--- src/rtl/alu_seq_if.sv ---
// alu_seq_if: operand/opcode request and registered result/flag bundle for alu_seq.
interface alu_seq_if;
    logic       start;
    logic [2:0] SELECT;
    logic [7:0] DATA1;
    logic [7:0] DATA2;
    logic [7:0] RESULT;
    logic       CARRY;
    logic       ZERO;
    logic       busy;
    logic       done;
    modport master (output start, SELECT, DATA1, DATA2, input RESULT, CARRY, ZERO, busy, done);
    modport slave  (input start, SELECT, DATA1, DATA2, output RESULT, CARRY, ZERO, busy, done);
endinterface

--- src/rtl/alu_seq.sv ---
// alu_seq: registered 8-bit ALU with single-cycle ops and an optional 8-step shift-add multiplier.
// Define ALU_SEQ_MUL_EN to build the MUL datapath; otherwise SELECT=101 behaves as unsupported.
module alu_seq (
    input logic     clk,
    input logic     RESET,
    alu_seq_if.slave bus
);
    logic [7:0] res_q, res_d, op_res, mul_res;
    logic       carry_q, carry_d, zero_q, zero_d, done_q, done_d;
    logic       op_c, mul_c, single_go, mul_fin;
    logic [8:0] sum, diff;
    assign sum  = {1'b0, bus.DATA1} + {1'b0, bus.DATA2};
    assign diff = {1'b0, bus.DATA1} - {1'b0, bus.DATA2};
    always_comb begin
        op_res = 8'h00;
        op_c   = 1'b0;
        case (bus.SELECT)
            3'b000: op_res = bus.DATA2;
            3'b001: {op_c, op_res} = sum;
            3'b010: op_res = bus.DATA1 & bus.DATA2;
            3'b011: op_res = bus.DATA1 | bus.DATA2;
            3'b100: {op_c, op_res} = diff;
            default: op_res = 8'h00;
        endcase
    end
`ifdef ALU_SEQ_MUL_EN
    typedef enum logic {IDLE, MUL_RUN} state_t;
    state_t      state_q, state_d;
    logic [7:0]  a_q, a_d, b_q, b_d;
    logic [2:0]  cnt_q, cnt_d;
    logic [15:0] acc_q, acc_d, acc_nx;
    // one partial product per step, weighted by the current multiplier bit
    assign acc_nx    = acc_q + (b_q[cnt_q] ? {8'h00, a_q} << cnt_q : 16'h0000);
    assign single_go = state_q == IDLE && bus.start && bus.SELECT != 3'b101;
    assign mul_fin   = state_q == MUL_RUN && cnt_q == 3'd7;
    assign mul_res   = acc_nx[7:0];
    assign mul_c     = |acc_nx[15:8];
    assign bus.busy  = state_q == MUL_RUN;
    always_comb begin
        state_d = state_q;
        a_d     = a_q;
        b_d     = b_q;
        cnt_d   = cnt_q;
        acc_d   = acc_q;
        if (state_q == IDLE && bus.start && bus.SELECT == 3'b101) begin
            state_d = MUL_RUN;
            a_d     = bus.DATA1;
            b_d     = bus.DATA2;
            cnt_d   = 3'd0;
            acc_d   = 16'h0000;
        end else if (state_q == MUL_RUN) begin
            acc_d   = acc_nx;
            cnt_d   = cnt_q + 3'd1;
            state_d = mul_fin ? IDLE : MUL_RUN;
        end
    end
    always_ff @(posedge clk or negedge RESET) begin
        if (!RESET) begin
            state_q <= IDLE;
            a_q     <= 8'h00;
            b_q     <= 8'h00;
            cnt_q   <= 3'd0;
            acc_q   <= 16'h0000;
        end else begin
            state_q <= state_d;
            a_q     <= a_d;
            b_q     <= b_d;
            cnt_q   <= cnt_d;
            acc_q   <= acc_d;
        end
    end
`else
    assign single_go = bus.start;
    assign mul_fin   = 1'b0;
    assign mul_res   = 8'h00;
    assign mul_c     = 1'b0;
    assign bus.busy  = 1'b0;
`endif
    assign res_d   = single_go ? op_res : mul_fin ? mul_res : res_q;
    assign carry_d = single_go ? op_c : mul_fin ? mul_c : carry_q;
    assign zero_d  = single_go ? op_res == 8'h00 : mul_fin ? mul_res == 8'h00 : zero_q;
    assign done_d  = single_go | mul_fin;
    always_ff @(posedge clk or negedge RESET) begin
        if (!RESET) begin
            res_q   <= 8'h00;
            carry_q <= 1'b0;
            zero_q  <= 1'b1;
            done_q  <= 1'b0;
        end else begin
            res_q   <= res_d;
            carry_q <= carry_d;
            zero_q  <= zero_d;
            done_q  <= done_d;
        end
    end
    assign bus.RESULT = res_q;
    assign bus.CARRY  = carry_q;
    assign bus.ZERO   = zero_q;
    assign bus.done   = done_q;
endmodule

--- src/flat_wrapper.sv ---
// flat-port wrapper written by rule: the top's interface ports become plain ports
module alu_seq_flat 
  (clk, RESET, bus_start, bus_SELECT, bus_DATA1, bus_DATA2, bus_RESULT, bus_CARRY, bus_ZERO, bus_busy, bus_done);
  alu_seq_if bus_i ();
  input logic clk;
  input logic RESET;
  input wire logic [$bits(bus_i.start)-1:0] bus_start;
  input wire logic [$bits(bus_i.SELECT)-1:0] bus_SELECT;
  input wire logic [$bits(bus_i.DATA1)-1:0] bus_DATA1;
  input wire logic [$bits(bus_i.DATA2)-1:0] bus_DATA2;
  output wire logic [$bits(bus_i.RESULT)-1:0] bus_RESULT;
  output wire logic [$bits(bus_i.CARRY)-1:0] bus_CARRY;
  output wire logic [$bits(bus_i.ZERO)-1:0] bus_ZERO;
  output wire logic [$bits(bus_i.busy)-1:0] bus_busy;
  output wire logic [$bits(bus_i.done)-1:0] bus_done;
  assign bus_i.start = bus_start;
  assign bus_i.SELECT = bus_SELECT;
  assign bus_i.DATA1 = bus_DATA1;
  assign bus_i.DATA2 = bus_DATA2;
  assign bus_RESULT = bus_i.RESULT;
  assign bus_CARRY = bus_i.CARRY;
  assign bus_ZERO = bus_i.ZERO;
  assign bus_busy = bus_i.busy;
  assign bus_done = bus_i.done;
  alu_seq u_core (.clk(clk), .RESET(RESET), .bus(bus_i));
endmodule
--- config.mk ---
export PLATFORM = sky130hd
export DESIGN_NAME = alu_seq_flat
export DESIGN_NICKNAME = d
export VERILOG_FILES = /design/src/rtl/alu_seq_if.sv /design/src/rtl/alu_seq.sv /design/src/flat_wrapper.sv
export SDC_FILE = /design/constraint.sdc
export NUM_CORES = 1
export LEC_CHECK = 0
export CORE_MARGIN = 1
export CORE_UTILIZATION = 47
export DETAILED_ROUTE_END_ITERATION = 8
export PLACE_DENSITY_LB_ADDON = 0.2
export SETUP_SLACK_MARGIN = 0.05
export SYNTH_ARGS = -nofsm -noshare
export SYNTH_HDL_FRONTEND = slang
export SYNTH_SLANG_ARGS = --single-unit
--- constraint.sdc ---
create_clock -name clk -period 1.1 [get_ports clk]
set_input_delay 0.22 -clock clk [delete_from_list [all_inputs] [get_ports clk]]
set_output_delay 0.22 -clock clk [all_outputs]
set_load 0.005 [all_outputs]
==> results.yml, run 1 <==
run_status:
  status: "did not finish"
  failed_stage: "5_1_grt"
  firstError: "[ERROR GRT-0232] Routing congestion too high. Check the congestion heatmap in the GUI."
placed_design:
  place.port_buffers: 32
  place_inst: 319
  dpl.hpwl_um: 4070
  place_ws_ns: -1.76
  placed_cell_area_mm2: 0.00249
  gp_congestion: 0.914
synth:
  avgSynthCellArea_um2: 8.03
  synthCells: 194
  synth_edf_count: 0
  synthSimpleGateAreaFrac: 0.133
  synth_warnings: 0
  synthArstFlopShare: 1.00
  synthXorXnorAreaFrac: 0.0169
  yosys_most_used_dff: "dfrtp_1"
  synth_nets: 242
  synth_cell_types: 53
  synth_adder_area_share: 0.218
  synth_area_mm2: 0.00156
  synth.area.mux_share: 0.0675
  seq_area_frac_synth: 0.178
  synth_seq_cells: 11
  synth_top_family_by_area: "compound AO/OA/AOI/OAI gates"
  synth-compound-area-share: 0.294
global_routing:
  grt_overflow: 157
  track_usage: 0.839
  grt_max_degree: 16
die:
  rows: 20
  die_h_um: 59.6
  die_x_um: 59.6
  start_util: 0.502
  ios: 34
clocking:
  cts.sinks: 11
  cts_hold_buf: 0
  htree_levels: 1
  cts_max_path_buffers: 2
  cts-root-buf: "clkbuf_4"
  numCtsBuffers: 3
sta:
  endpoint_type: "sequential cell input"
  grt_worst_setup_endpoint: "u_core.bus.ZERO$_DFFE_PN1P_/D"
-- routing by layer --
layer | track usage | GRT overflow
met5 | 0.0635 | 0
met4 | 1.09 | 63
met3 | 0.476 | 0
met2 | 1.11 | 94
met1 | 0.802 | 0
-- through the flow --
stage | hold slack, ns | TNS [ns]
after floorplan | -0.0756 | -5.32
after global placement | 0.465 | -13.61
after detailed placement | 0.462 | -14.10
after CTS | 0.165 | -6.30
-- cells in the mapped netlist (all sizes together), types with 2 or more instances --
master   number  area (um^2)
a2111oi       2         17.5
a21oi        19         95.1
a221o         2         20.0
a22oi         2         15.0
buf           5         27.5
clkbuf        8         30.0
dfrtp        10          250
fa            2         40.0
ha           24          300
inv          22         82.6
mux2          4         45.0
mux2i         6         60.1
nand2         9         33.8
nand3         2         10.0
nor2         15         56.3
nor2b         2         12.5
nor3          5         25.0
nor3b         2         20.0
o211ai        2         15.0
o21ai        10         50.1
o21bai        3         22.5
o221ai        3         26.3
o22a          4         35.0
o22ai         2         12.5
o311a         2         20.0
o31a          2         17.5
o32a          2         20.0
o41ai         2         17.5
or3           2         17.5
xnor2         2         17.5
-- repair_timing --
action / 4_1_cts
setup endpoints to repair: 21
setup buffers: 23
gates resized for setup: 156
pin swaps: 25
-- cells by family after synthesis --
| kind of cell | count (synthesis) |
|---|---|
| AOI/OAI and AO/OA | 66 |
| xor gates and xnor gates | 3 |
| adders and majority gates | 26 |
| buffers and inverters | 35 |
| DFF | 11 |
| muxes | 10 |
| other | 1 |
| and+or+nand+nor | 42 |
==> inputs of run 2 (changes only) <==
--- a/config.mk
+++ b/config.mk
@@ -6,10 +6,9 @@
 export NUM_CORES = 1
 export LEC_CHECK = 0
 export CORE_MARGIN = 1
-export CORE_UTILIZATION = 47
+export CORE_UTILIZATION = 32
 export DETAILED_ROUTE_END_ITERATION = 8
-export PLACE_DENSITY_LB_ADDON = 0.2
-export SETUP_SLACK_MARGIN = 0.05
+export PLACE_DENSITY_LB_ADDON = 0.15
 export SYNTH_ARGS = -nofsm -noshare
 export SYNTH_HDL_FRONTEND = slang
 export SYNTH_SLANG_ARGS = --single-unit
==> run 2 against run 1 <==
Effect of this change: the flow now finishes, with violations (negative setup slack); synthesized cell count is the same; synthesized area is the same.
==> results.yml, run 2 <==
run_status:
  status: "complete, but fails checks"
  violations: "negative setup slack"
drt:
  vias: 1810
  antenna_left: 0
  drc_errors: 0
  drtPass1Iterations: 4
  drtIter0Drc: 70
  vias_per_cell: 5.04
  drt-wirelength-per-cell_um: 13.8
  wl_um: 4960
synth:
  synth_warnings: 0
  yosysTopAreaCell: "ha_1"
  yosysTopAreaCellShare: 0.193
  synthArstFlopShare: 1.00
  ys_top_cells_by_area: "ha_1 19%, dfrtp_1 16%, a21oi_1 6.1%"
  synth_cell_types: 53
  synth_most_common_cell: "ha_1"
  synth_nets: 242
  seq_area_frac_synth: 0.178
  avgSynthCellArea_um2: 8.03
  synth_area_mm2: 0.00156
  yosys_most_used_dff: "dfrtp_1"
  synthCells: 194
  synth_commonest_cells: "24 x ha_1, 21 x inv_1, 19 x a21oi_1, 15 x nor2_1, 10 x dfrtp_1"
  synth_seq_cells: 11
  synth_edf_count: 0
layout:
  n_antenna_cell: 0
  area_growth_syn_to_layout_pct: 94.6
  seq_area_um2: 277
  largest_reg_flops: 8
  nNetsFinal: 354
  multiInputGateArea_mm2: 0.00151
  nFillCells: 397
  final_common_cell: "buf_4"
  final_cell_mix: "77 x buf_4, 16 x buf_6, 15 x nor2_1"
  drive_gt1_frac: 0.557
sta:
  setup_ws_ns: -0.953
  setup_tns_ns: -7.01
  hold_viol: 0
  worstMarginPinSlew_ns: 0.555
  rsz0062_at_grt: "true"
  fin_crit_sh: 1.87
  setup_viol: 10
  period_needed_ns: 2.05
  maxSlewHeadroom: 0.620
  holdWs_ns: 0.275
  fmax_mhz: 487
  slew_viol_final: 0
  finalClockSkew_ns: 0
clocking:
  cts.sinks: 11
  cts_max_path_buffers: 2
  cts-root-buf: "clkbuf_8"
  htree_levels: 1
  cts_hold_buf: 0
  cts_tree: "yes"
  numCtsBuffers: 3
  clk_latency_ns: 0.24
  clk_transition_reported_paths_ns: 0.05
global_routing:
  track_usage: 0.202
  grt_antenna_before_repair: 0
  grt_pass1_wl_um: 8290
  grt_overflow: 0
  first_global_vias: 1784
  grt_max_degree: 16
critical_path:
  slowest_delay_ns: 0.38
  cp_max_fo: 3
  cpMaxStageDelayCell: "fa_2"
  crit_type: "primary input to flop"
  arrival_ns: 2.20
  crit_path_end_kind: "flop"
  cp-start-kind: "primary input"
  path_delay_family: "compound AO/OA/AOI/OAI gates"
  critPathBufInv: 2
  crit_chain: "buf_12, buf_4, ha_4, fa_2, nand3_2, nand2_2, a221o_1, a21oi_2, o2111ai_2, o41ai_2"
  cp_data_required_time_ns: 1.25
power:
  p_int_uw: 1470
  p_leak_uw: 0.00140
  p_comb_frac: 0.601
  finalPower_uw: 2250
  seqPwrFrac: 0.219
  power_switching_uw: 783
  power_frac_clock: 0.180
  vdd_drop_max_mv: 0.482
  swShare: 0.348
  power.density_mw_per_mm2: 742
die:
  dieArea_mm2: 0.00515
  die_x_um: 71.8
  rows: 25
  core-area_mm2: 0.00469
  start_util: 0.332
  die_h_um: 71.8
  ios: 34
job:
  max_cap_violations: 0
placed_design:
  gp_congestion: 0.796
  place.port_buffers: 32
  dpl.hpwl_um: 3730
worst_hold_path:
  hp-class: "primary input to asynchronous set/reset pin"
==> run 2: cell counts after synthesis <==
No cell type changed its count.
==> run 2: worst paths after layout <==
check / startpoint / to / slack [ns] / cells after the start
hold / removal: RESET / u_core.bus.RESULT[0] / 0.28 / 2
max in group asynchronous: RESET / u_core.bus.ZERO / 0.61 / 2
setup / recovery: bus_DATA1[0] / u_core.bus.ZERO / -0.95 / 10
min in group clk: u_core.bus.RESULT[5] / u_core.bus.RESULT[5] / 0.49 / 1
hold reg to reg: u_core.bus.RESULT[5] / u_core.bus.RESULT[5] / 0.49 / 1
setup reg to reg: u_core.bus.RESULT[7] / u_core.bus.RESULT[7] / 0.21 / 2
==> run 2: timing repair <==
item	4_1_cts	5_1_grt
buffers inserted	14	7
resized for setup	119	29
endpoints found under the hold margin	0	0
cloned	0	0
setup endpoints to repair	21	16
pin swaps	28	17
==> run 2: kinds of logic after synthesis <==
family	synth area share
other cells	0.00241
simple gates	0.133
buf+inv	0.0900
xor+xnor	0.0169
flops	0.178
mux	0.0675
compound gates	0.294
fa+ha+maj	0.218
==> run 2: metal layers <==
layer	share of wire	vias to the layer above	track usage	routed length (um)
met3	0.026	2	0.0267	131
met5	0	-	0	0
met4	0.0016	0	0.0131	8
li1	-	925	-	-
met1	0.45	854	0.266	2220
met2	0.53	29	0.367	2610
==> run 2: worst register-to-register path: cells and delay by family, from the launching register on <==
kind     cells  cell delay (ns)
buf+inv      1             0.13
flops        1             0.38
mux          1             0.26
==> run 2: power groups by stage <==
stage               Sequential (uW)  Clock [uW]  Combinational [uW]
finish                          492         405                1350
global route                    498         440                1470
CTS                             488         418                1270
detailed placement              496           0                1110
global placement                495           0                1100
floorplan                       499           0                 551
==> run 2: metrics by stage <==
stage,cell area [um^2],setup slack [ns],util,std cells
2_1_floorplan,1730,-0.859,-,194
3_3_place_gp,2560,-1.69,0.545,336
3_5_place_dp,2560,-1.72,0.545,336
4_1_cts,2940,-0.986,0.627,353
5_1_grt,3030,-1.05,0.646,359
6_report,3030,-0.953,0.646,359
==> run 2: cell type report <==
cell class | instances | area share
Multi-Input combinational cell | 148 | 0.497
Tap cell | 54 | 0.0223
Sequential cell | 11 | 0.0912
Inverter | 22 | 0.0413
Clock inverter | 1 | 0.00165
Timing Repair Buffer | 120 | 0.333
Clock buffer | 3 | 0.0136
(Power assumes the default switching activity.)
==> inputs of run 3 (changes only) <==
--- a/config.mk
+++ b/config.mk
@@ -9,6 +9,8 @@
 export CORE_UTILIZATION = 32
 export DETAILED_ROUTE_END_ITERATION = 8
 export PLACE_DENSITY_LB_ADDON = 0.15
+export SKIP_LAST_GASP = 1
 export SYNTH_ARGS = -nofsm -noshare
 export SYNTH_HDL_FRONTEND = slang
 export SYNTH_SLANG_ARGS = --single-unit
+export TNS_END_PERCENT = 100
==> run 3 against run 2 <==
Effect of this change: the run still ends with negative setup slack left; critical path depth increased by 1; register-to-register slack about the same; utilization increased by 0.32 points; maximum frequency is 0.29% higher; cell area is 0.50% higher; critical path type unchanged; largest cell class unchanged.
==> results.yml, run 3 (same netlist as run 2, synthesis figures left out) <==
power:
  power.density_mw_per_mm2: 740
  p_leak_uw: 0.00141
  finalPower_uw: 2250
  seqPwrFrac: 0.218
  power_switching_uw: 783
  p_int_uw: 1470
  vdd_drop_max_mv: 0.488
  p_comb_frac: 0.603
  power_frac_clock: 0.179
  swShare: 0.347
die:
  die_x_um: 71.8
  core-area_mm2: 0.00469
  rows: 25
  dieArea_mm2: 0.00515
  die_h_um: 71.8
  ios: 34
  start_util: 0.332
sta:
  setup_tns_ns: -7.01
  fin_crit_sh: 1.86
  period_needed_ns: 2.05
  setup_viol: 10
  finalClockSkew_ns: 0
  holdWs_ns: 0.276
  fmax_mhz: 489
  setup_ws_ns: -0.947
  rsz0062_at_grt: "true"
  slew_viol_final: 0
  hold_viol: 0
layout:
  largest_reg_flops: 8
  nNetsFinal: 355
  final_common_cell: "buf_4"
  area_growth_syn_to_layout_pct: 95.6
  final_cell_mix: "79 x buf_4, 16 x buf_6, 15 x nor2_1"
  n_antenna_cell: 0
  drive_gt1_frac: 0.565
global_routing:
  track_usage: 0.202
  first_global_vias: 1789
  grt_overflow: 0
  grt_pass1_wl_um: 8310
  grt_max_degree: 16
  grt_antenna_before_repair: 0
placed_design:
  gp_congestion: 0.796
  dpl.hpwl_um: 3730
  place.port_buffers: 32
  place_ws_ns: -1.72
clocking:
  cts.sinks: 11
  cts_max_path_buffers: 2
  clk_transition_reported_paths_ns: 0.05
  cts-root-buf: "clkbuf_8"
  htree_levels: 1
  numCtsBuffers: 3
  clk_latency_ns: 0.24
  cts_tree: "yes"
drt:
  wl_um: 4970
  antenna_left: 0
  vias: 1811
  drc_errors: 0
  drt-wirelength-per-cell_um: 13.8
  drtPass1Iterations: 4
  drtIter0Drc: 53
  vias_per_cell: 5.03
run_status:
  status: "complete, but fails checks"
  violations: "negative setup slack"
critical_path:
  cp_max_fo: 2
  crit_path_end_kind: "flop"
  cp-start-kind: "primary input"
  crit_type: "primary input to flop"
  arrival_ns: 2.19
  cp_data_required_time_ns: 1.25
worst_hold_path:
  hp-class: "primary input to asynchronous set/reset pin"
job:
  max_cap_violations: 0
## run 3: repair_timing
action                                  4_1_cts  5_1_grt
endpoints found under the setup margin       21       16
gates resized for setup                     113       34
buffers inserted                             14        8
pin swaps                                    28       18
hold buffers                                  0        0
hold endpoints to repair                      0        0
## run 3: worst paths after layout
kind / slack, ns / endpoint / cells past startpoint / start
worst min register to register: 0.49 / u_core.bus.RESULT[5] / 1 / u_core.bus.RESULT[5]
min in group clk: 0.49 / u_core.bus.RESULT[5] / 1 / u_core.bus.RESULT[5]
worst min-delay path: 0.28 / u_core.bus.RESULT[0] / 2 / RESET
max in group asynchronous: 0.61 / u_core.bus.ZERO / 2 / RESET
worst max-delay path: -0.95 / u_core.bus.ZERO / 11 / bus_DATA1[0]
worst max register to register: 0.21 / u_core.bus.RESULT[7] / 2 / u_core.bus.RESULT[7]
## run 3: worst max-delay path, cell delays in order
cell       delay [ns]
buf_12           0.09
inv_12           0.03
ha_4             0.15
fa_2             0.36
nor3_4           0.13
nor3_2           0.07
buf_4            0.13
a221o_1          0.33
a21oi_2          0.19
o2111ai_2        0.14
o41ai_2          0.36
## run 3: cell type report
| class | instances | area, um^2 |
|---|---|---|
| fillers | 390 | 1650 |
| multi-input cells | 148 | 1520 |
| repair buffers | 121 | 1020 |
| flip-flops and latches | 11 | 277 |
| inverters | 22 | 125 |
| well taps | 54 | 67.6 |
| clock buffers | 3 | 41.3 |
| clock inverters | 1 | 5.00 |
## run 3: metal layers
layer / up-vias / global-route usage / part of all wire
met5: - / 0 / 0
met4: 0 / 0.0218 / 0.0060
met3: 4 / 0.0267 / 0.020
met2: 29 / 0.364 / 0.52
met1: 853 / 0.266 / 0.45
li1: 925 / - / -
## run 3: through the flow
| stage | std cells | area, um^2 | utilization |
|---|---|---|---|
| floorplan | 194 | 1730 | - |
| global placement | 336 | 2560 | 0.545 |
| detailed placement | 336 | 2560 | 0.545 |
| CTS | 353 | 2930 | 0.625 |
| global route | 360 | 3050 | 0.649 |
| finish | 360 | 3050 | 0.649 |
## run 3: power by group through the flow
stage	clock network, uW	logic (uW)	registers [uW]
global placement	0	1100	495
finish	403	1360	492
floorplan	0	551	499
CTS	418	1260	488
detailed placement	0	1110	496
global route	440	1470	498
==> inputs of run 4 (changes only) <==
==> constraint.sdc (replaced) <==
create_clock -name clk -period 1.7 [get_ports clk]
set_input_delay 0.34 -clock clk [delete_from_list [all_inputs] [get_ports clk]]
set_output_delay 0.34 -clock clk [all_outputs]
set_load 0.005 [all_outputs]
==> run 4 against run 3 <==
Effect of this change: utilization decreased by 1.6 points; sequential cell count unchanged; largest cell class unchanged; cell count decreased by 3.6%; critical path type unchanged; the run still ends with negative setup slack left.
==> results.yml, run 4 (same netlist as run 2, synthesis figures left out) <==
run_status:
  status: "complete, but fails checks"
  violations: "negative setup slack"
global_routing:
  grt_pass1_wl_um: 7820
  track_usage: 0.191
  grt_antenna_before_repair: 0
  grt_overflow: 0
  first_global_vias: 1739
  grt_max_degree: 16
sta:
  fin_crit_sh: 1.27
  setup_ws_ns: -0.457
  setup_viol: 8
  hold_viol: 0
  fmax_mhz: 464
  period_needed_ns: 2.16
  slew_viol_final: 0
  setup_tns_ns: -2.09
  rsz0062_at_grt: "true"
  finalClockSkew_ns: 0
worst_hold_path:
  hp-class: "primary input to asynchronous set/reset pin"
drt:
  wl_um: 4920
  drt-wirelength-per-cell_um: 14.2
  vias_per_cell: 5.11
  route.met3.wl_um: 109
  met1Wirelength_um: 2270
  antenna_left: 0
  vias: 1774
  route.met2.wl_um: 2500
  drtPass1Iterations: 4
  drc_errors: 0
  routed.top_layer: "met4"
  drtIter0Drc: 45
critical_path:
  cp_max_fo: 2
  crit_type: "primary input to flop"
  startpoint: "bus_DATA1[0]"
  r2r-start: "u_core.bus.RESULT[6]"
  slowest_delay_ns: 0.35
  cp_data_required_time_ns: 1.84
  cpMostUsedCell: "nor3_2"
  crit_chain: "buf_12, inv_12, ha_4, fa_2, nor3_2, nor3_2, buf_4, a221o_1, a21oi_2, o2111ai_2, o41ai_2"
  cp-start-kind: "primary input"
  cpMaxStageDelayCell: "fa_2"
  crit_path_end_kind: "flop"
  arrival_ns: 2.29
layout:
  design_area_mm2: 0.00297
  area_growth_syn_to_layout_pct: 90.7
  seq_area_um2: 277
  multiInputGateArea_mm2: 0.00155
  largest_reg_flops: 8
  final_common_cell: "buf_4"
  nNetsFinal: 342
  drive_gt1_frac: 0.553
  nFillCells: 403
  n_antenna_cell: 0
  final_cell_mix: "68 x buf_4, 15 x nor2_1, 14 x clkdlybuf4s50_1"
die:
  start_util: 0.332
  die_h_um: 71.8
  rows: 25
  ios: 34
  die_x_um: 71.8
  dieArea_mm2: 0.00515
  core-area_mm2: 0.00469
clocking:
  cts.sinks: 11
  cts_max_path_buffers: 2
  cts_tree: "yes"
  numCtsBuffers: 3
  cts-root-buf: "clkbuf_8"
  clk_latency_ns: 0.23
  htree_levels: 1
  clk_transition_reported_paths_ns: 0.05
placed_design:
  place.port_buffers: 32
  dpl.hpwl_um: 3700
  gp_congestion: 0.838
  placed_cell_area_mm2: 0.00245
job:
  max_cap_violations: 0
power:
  p_leak_uw: 0.00137
  power.density_mw_per_mm2: 489
  vdd_drop_max_mv: 0.381
==> run 4: cell count changes in the layout (fill, tap and decap cells not counted), moves of 4 or more <==
cell             delta
clkdlybuf4s15_1     -7
dlygate4sd2_1       -5
dlymetal6s2s_1      +5
clkdlybuf4s50_1    +10
buf_4              -11
buf_6               -6
ha_2                +4
==> run 4: cell type report <==
cell class                      count  share of cell area
Timing Repair Buffer              108               0.310
Multi-Input combinational cell    148               0.521
Sequential cell                    11              0.0931
Inverter                           22              0.0371
Clock buffer                        4              0.0152
Tap cell                           54              0.0227
==> run 4: power by group <==
group / internal, uW / switching [uW] / total [uW]
Combinational: 495 / 391 / 885
Clock: 164 / 87.5 / 251
Sequential: 299 / 18.3 / 317
==> run 4: worst max-delay path, delay by kind of cell <==
family | cells | cell delay [ns]
AND/OR/NAND/NOR | 2 | 0.24
AO/OA/AOI/OAI | 4 | 0.96
adder cells (fa/ha/maj) | 2 | 0.50
buffers and inverters | 3 | 0.25
==> run 4: metal layers <==
metal | global-route usage | vias up
met5 | 0 | -
met2 | 0.339 | 29
met4 | 0.0392 | 0
li1 | - | 903
met3 | 0.0253 | 4
met1 | 0.247 | 838
==> run 4: path summary, 6_finish.rpt <==
check,depth (start not counted),endpoint,slack [ns]
max reg2reg,1,u_core.bus.RESULT[6],0.94
min in group clk,1,u_core.bus.RESULT[7],0.51
min,1,u_core.bus.RESULT[0],0.43
max in group asynchronous,1,u_core.bus.ZERO,0.92
max,11,u_core.bus.ZERO,-0.46
min reg2reg,1,u_core.bus.RESULT[7],0.51
==> run 4: what timing repair did <==
item,CTS,global route
gates resized for setup,65,66
hold buffers,0,0
pin swaps,17,34
buffers inserted,9,7
setup endpoints to repair,10,10
==> run 4: metrics by stage <==
stage                util  total power [uW]  hold slack (ns)  setup WS [ns]  std cells
global route        0.633              1550            0.469         -0.532        347
finish              0.633              1450            0.428         -0.457        347
CTS                 0.580              1350            0.440         -0.515        341
floorplan               -               668           0.0444         -0.387        194
detailed placement  0.523              1010            0.494          -1.24        328
global placement    0.523              1000            0.475          -1.20        328
